$ cat src/rtl/memory_stage.sv
// Memory stage of a five-stage pipeline: passes ALU results through, issues
// variable-latency loads, aligns/extends load data, and commits HI/LO on hand-off.
module memory_stage #(
  parameter logic [31:0] HILO_INIT = 32'h0
) (
  input  logic        clk,
  input  logic        resetn,
  input  logic        exe_valid,
  input  logic        exe_reg_en,
  input  logic        exe_mem_read,
  input  logic        exe_double_en,
  input  logic [2:0]  exe_mem_op,
  input  logic [5:0]  exe_reg_waddr,
  input  logic [31:0] exe_alu_result,
  input  logic [31:0] exe_HI_wdata,
  input  logic [31:0] exe_LO_wdata,
  output logic        mem_allowin,
  output logic        data_req,
  output logic [31:0] data_addr,
  input  logic        data_ack,
  input  logic [31:0] data_rdata,
  input  logic        wb_allowin,
  output logic        mem_valid,
  output logic        mem_reg_en,
  output logic [5:0]  mem_reg_waddr,
  output logic [31:0] mem_reg_wdata,
  output logic [31:0] hi_out,
  output logic [31:0] lo_out
);

  typedef enum logic [1:0] {S_IDLE, S_WAIT, S_DONE} state_t;

  localparam logic [2:0] OP_LB  = 3'b001;
  localparam logic [2:0] OP_LBU = 3'b010;
  localparam logic [2:0] OP_LH  = 3'b011;
  localparam logic [2:0] OP_LHU = 3'b100;

  state_t      state, state_next;
  logic [2:0]  mem_op_q;
  logic [1:0]  off_q;
  logic        double_q;
  logic [31:0] hi_wdata_q, lo_wdata_q;
  logic [7:0]  byte_sel;
  logic [15:0] half_sel;
  logic [31:0] load_data;
  logic        accept, consume;

  assign mem_allowin = (state == S_IDLE) | ((state == S_DONE) & wb_allowin);
  assign accept      = exe_valid & mem_allowin;
  assign consume     = (state == S_DONE) & wb_allowin;
  assign mem_valid   = (state == S_DONE);
  // The request is exactly the outstanding-load state, so it drops on the ack edge.
  assign data_req    = (state == S_WAIT);

  // State register.
  always_ff @(posedge clk or negedge resetn) begin
    // NOTE: sequential state uses non-blocking assignments so every flop samples
    // pre-edge values regardless of block evaluation order.
    if (!resetn) state <= S_IDLE;
    else         state <= state_next;
  end

  // Next-state logic: accept refills the stage in the same edge it is consumed.
  always_comb begin
    // NOTE: default first so every path assigns state_next and no latch is inferred.
    state_next = state;
    case (state)
      S_IDLE: if (exe_valid) state_next = exe_mem_read ? S_WAIT : S_DONE;
      S_WAIT: if (data_ack) state_next = S_DONE;
      S_DONE: if (wb_allowin) begin
        if (exe_valid) state_next = exe_mem_read ? S_WAIT : S_DONE;
        else           state_next = S_IDLE;
      end
      default: state_next = S_IDLE;
    endcase
  end

  // Load alignment and extension from the latched byte offset and load type.
  always_comb begin
    byte_sel = data_rdata[7:0];
    case (off_q)
      2'd1:    byte_sel = data_rdata[15:8];
      2'd2:    byte_sel = data_rdata[23:16];
      2'd3:    byte_sel = data_rdata[31:24];
      default: byte_sel = data_rdata[7:0];
    endcase
    half_sel = off_q[1] ? data_rdata[31:16] : data_rdata[15:0];
    case (mem_op_q)
      OP_LB:   load_data = {{24{byte_sel[7]}}, byte_sel};
      OP_LBU:  load_data = {24'h0, byte_sel};
      OP_LH:   load_data = {{16{half_sel[15]}}, half_sel};
      OP_LHU:  load_data = {16'h0, half_sel};
      default: load_data = data_rdata;
    endcase
  end

  // Instruction fields: latched on accept; load result captured on the ack edge.
  always_ff @(posedge clk or negedge resetn) begin
    if (!resetn) begin
      mem_reg_en    <= 1'b0;
      mem_reg_waddr <= 6'd0;
      mem_reg_wdata <= 32'h0;
      data_addr     <= 32'h0;
      mem_op_q      <= 3'd0;
      off_q         <= 2'd0;
      double_q      <= 1'b0;
      hi_wdata_q    <= 32'h0;
      lo_wdata_q    <= 32'h0;
    end else if (accept) begin
      mem_reg_en    <= exe_reg_en;
      mem_reg_waddr <= exe_reg_waddr;
      mem_op_q      <= exe_mem_op;
      off_q         <= exe_alu_result[1:0];
      double_q      <= exe_double_en;
      hi_wdata_q    <= exe_HI_wdata;
      lo_wdata_q    <= exe_LO_wdata;
      if (exe_mem_read) data_addr     <= {exe_alu_result[31:2], 2'b00};
      else              mem_reg_wdata <= exe_alu_result;
    end else if ((state == S_WAIT) && data_ack) begin
      mem_reg_wdata <= load_data;
    end
  end

  // HI/LO commit only when the owning instruction leaves the stage.
  always_ff @(posedge clk or negedge resetn) begin
    if (!resetn) begin
      hi_out <= HILO_INIT;
      lo_out <= HILO_INIT;
    end else if (consume && double_q) begin
      hi_out <= hi_wdata_q;
      lo_out <= lo_wdata_q;
    end
  end

endmodule

$ cat config.mk
export PLATFORM = sky130hd
export DESIGN_NAME = memory_stage
export DESIGN_NICKNAME = d
export VERILOG_FILES = /design/src/rtl/memory_stage.sv
export SDC_FILE = /design/constraint.sdc
export NUM_CORES = 1
export LEC_CHECK = 0
export ABC_CLOCK_PERIOD_IN_PS = 2100
export CORE_MARGIN = 2
export CORE_UTILIZATION = 47
export DETAILED_ROUTE_END_ITERATION = 10
export PLACE_DENSITY = 0.88
export SLEW_MARGIN = 20
export SYNTH_ARGS = -nofsm -noshare
export SYNTH_HDL_FRONTEND = slang
export SYNTH_SLANG_ARGS = --single-unit
$ cat constraint.sdc
create_clock -name clk -period 2.1 [get_ports clk]
set_clock_uncertainty 0.1 [all_clocks]
set_input_delay 0.21 -clock clk [delete_from_list [all_inputs] [get_ports clk]]
set_output_delay 0.21 -clock clk [all_outputs]
set_load 0.05 [all_outputs]
==> flow_metrics.py <==
metrics = {
    "min_path": {
        "hp-class": "input pin to register",
        "hold_start": "exe_HI_wdata[22]",
    },
    "run": {
        "drv_cap": 0,
    },
    "worst_setup_path": {
        "path_class": "register to primary output",
        "cp_max_fo": 2,
        "worst-endpoint-required_ns": 1.79,
        "worstSetupStartpoint": "mem_reg_wdata[6]",
        "crit_family": "buffers and inverters",
        "crit_buf_inv": 1,
        "slowest_stage": "clkdlybuf4s50_1",
        "crit_path_cell_trace": "clkdlybuf4s50_1",
        "rr_startpoint": "off_q[1]",
        "worstSetupStartpointType": "register",
        "cp_slowest_stage_delay_ns": 0.87,
        "arrival_ns": 1.74,
        "worstSetupEndpointType": "primary output",
    },
    "clock_tree": {
        "h-tree-depth": 1,
        "clock_sinks": 205,
        "cts_tree": "yes",
        "clock_path_buffers": 3,
        "path_clk_slew_ns": 0.07,
        "cts_root_buffer": "clkbuf_16",
        "insertion_delay_ns": 0.50,
        "postCtsSetupBuffers": 0,
        "cts_buffers": 22,
    },
    "timing": {
        "fin_crit_sh": 0.975,
        "finalMaxSlewViolations": 0,
        "max-slew-margin-rel": 0.603,
        "fin_ws_ns": 0.0525,
        "fmax_ghz": 0.488,
        "finalSetupTns_ns": 0,
        "finalCriticalPeriod_ns": 2.05,
        "final_hold_viol_count": 0,
        "setup_violations": 0,
        "rsz0062_at_grt": "no",
        "worstMarginPinSlew_ns": 0.595,
    },
    "synthesis": {
        "syn_area_per_cell_sq_um": 10.8,
        "async_flop_share": 1.00,
        "ys_types": 48,
        "synth_edf_count": 0,
        "synth-main-ff-cell": "dfrtp_1",
        "syn_area_sq_um": 8910,
        "ys_ff_latch": 205,
        "ys_seq_area_frac": 0.576,
        "netlist_instances": 825,
        "yosysWarnings": 0,
    },
    "global_route": {
        "grt.met3_usage": 0.0550,
        "grt-busiest-layer": "met2",
        "grt_pass1_vias": 7872,
        "antenna_found_initial": 1,
        "grt_max_degree": 57,
        "track_usage": 0.265,
        "gr-total-overflow": 0,
        "met2_usage": 0.435,
        "grt_pass1_wl_um": 42100,
        "grt_util_met1": 0.344,
    },
    "detailed_routing": {
        "drt_iter0_drc": 486,
        "routed_wl_um": 27000,
        "vias": 7602,
        "wl_per_cell_um": 19.4,
        "viasPerCell": 5.47,
        "drc_errors": 0,
        "drt-pass1-iter-count": 5,
        "detail-route-antenna-nets": 0,
    },
    "place": {
        "place_congestion": 0.953,
        "numPortBuffers": 280,
        "dp_cells": 1351,
        "dp_hpwl_um": 19500,
        "post-place-ws_ns": -0.0894,
    },
    "power_and_ir_drop": {
        "p_per_area_nw_per_um2": 1540,
        "peakVddDrop_uv": 995,
        "p_leak_uw": 0.00595,
    },
    "floorplan": {
        "dieHeight_um": 142,
        "initial_utilization": 0.478,
        "core_area_sq_um": 18600,
        "core.rowCount": 50,
        "design.die.area_sq_um": 20100,
        "fp.dieW_um": 142,
        "ios": 283,
    },
    "status": {
        "status": "completed",
    },
    "finish": {
        "syn2layout_area_growth_pct": 47.8,
        "layoutNonFillerInstCount": 1390,
        "drive_above_1_share": 0.184,
        "final_nets": 1287,
    },
}
cell type report:
| class | instances | area (sq um) |
|---|---|---|
| timing repair buffer | 345 | 3460 |
| clock buffer | 31 | 656 |
| tap | 234 | 293 |
| inverter | 7 | 26.3 |
| fill | 1324 | 5480 |
| multi-input combinational | 561 | 3510 |
| antenna | 1 | 2.50 |
| clock inverter | 6 | 80.1 |
| sequential | 205 | 5130 |
per-layer routing:
metal | vias up | part of all wire
met3 | 84 | 0.074
met4 | 0 | 0.046
met5 | - | 0
li1 | 3471 | -
met2 | 345 | 0.49
met1 | 3702 | 0.40
sequential cells by signal, indices dropped and copies added, names as in the netlist, 2 cells and up:
| name | cells |
|---|---|
| hi_out | 32 |
| hi_wdata_q | 32 |
| off_q | 2 |
| lo_out | 32 |
| mem_reg_waddr | 6 |
| data_addr | 30 |
| mem_reg_wdata | 32 |
| lo_wdata_q | 32 |
| state | 2 |
| mem_op_q | 3 |
cell families (layout without fill, tap and decap cells):
kind of cell | count (synthesis) | count (layout) | synth area share
other | 1 | 3 | 0.000421
buffers and inverters | 60 | 389 | 0.0336
flip-flops | 205 | 205 | 0.576
AND/OR/NAND/NOR | 337 | 337 | 0.161
XOR/XNOR | 2 | 2 | 0.00197
AO/OA/AOI/OAI | 112 | 112 | 0.0833
multiplexers | 108 | 108 | 0.145
worst min-delay path, delay by kind of cell:
family | cells | cell delay, ns
buffers and inverters | 1 | 0.39
and+or+nand+nor | 2 | 0.09
layout by cell type, fill, tap and decap left out, types with 5 or more instances in the layout:
cell type        Yosys  layout
clkdlybuf4s50_1      0     276
nand2_1            256     256
dfrtp_1            205     205
mux2_2              93      93
buf_4                5      53
o21ai_0             35      35
a21oi_1             29      29
or3_1               27      26
clkbuf_16            0      23
nor2_1              19      18
buf_12               0      14
nor3_1               9       8
mux4_2               7       7
a22o_1               7       7
a31oi_1              7       7
a222oi_1             7       7
inv_1                6       6
and3_1               6       6
mux2i_1              6       6
clkbuf_8             0       6
a221oi_1             5       5
synth_stat cells (3+ instances only):
master,number,area (sq um)
nand2_1,256,961
dfrtp_1,205,5130
mux2_2,93,1050
o21ai_0,35,175
buf_2,32,160
a21oi_1,29,145
or3_1,27,169
nor2_1,19,71.3
clkbuf_1,13,48.8
nor3_1,9,45.0
a222oi_1,7,70.1
a22o_1,7,61.3
a31oi_1,7,43.8
mux4_2,7,158
and3_1,6,37.5
inv_1,6,22.5
mux2i_1,6,60.1
a221oi_1,5,43.8
buf_4,5,37.5
nand3_1,5,25.0
a221o_1,4,40.0
nand2b_1,4,25.0
a211o_1,3,26.3
a311oi_1,3,26.3
where the power goes:
part	internal [uW]	switching (uW)	total [uW]
clock network	2400	1540	3950
logic	3650	6400	10100
registers	5420	836	6260
total	11500	8780	20300
repair_timing:
| item | in CTS | in global routing |
|---|---|---|
| endpoints found under the setup margin | 0 | 5 |
| hold buffers | 1 | 0 |
| gates resized for setup | 0 | 2 |
| endpoints found under the hold margin | 74 | 0 |
path summary, 6_finish.rpt:
| check | to | slack, ns | cells after the start |
|---|---|---|---|
| hold / removal | hi_wdata_q[22] | 0.13 | 3 |
| hold reg to reg | lo_wdata_q[16] | 0.37 | 2 |
| min in group asynchronous | data_addr[26] | 0.17 | 2 |
| setup reg to reg | mem_reg_wdata[8] | 0.07 | 6 |
| setup / recovery | mem_reg_wdata[6] | 0.05 | 1 |
| max in group asynchronous | lo_out[27] | 1.10 | 3 |
per-stage QoR:
stage	util	power [uW]	hold WS, ns	cell area, sq um
3_5_place_dp	0.666	16300	0.137	12400
2_1_floorplan	-	12500	-0.186	8910
4_1_cts	0.706	20300	0.121	13200
6_report	0.706	20300	0.135	13200
3_3_place_gp	0.666	16000	0.132	12400
5_1_grt	0.706	21100	0.120	13200
Note: power is estimated with default switching activity, not from simulation.
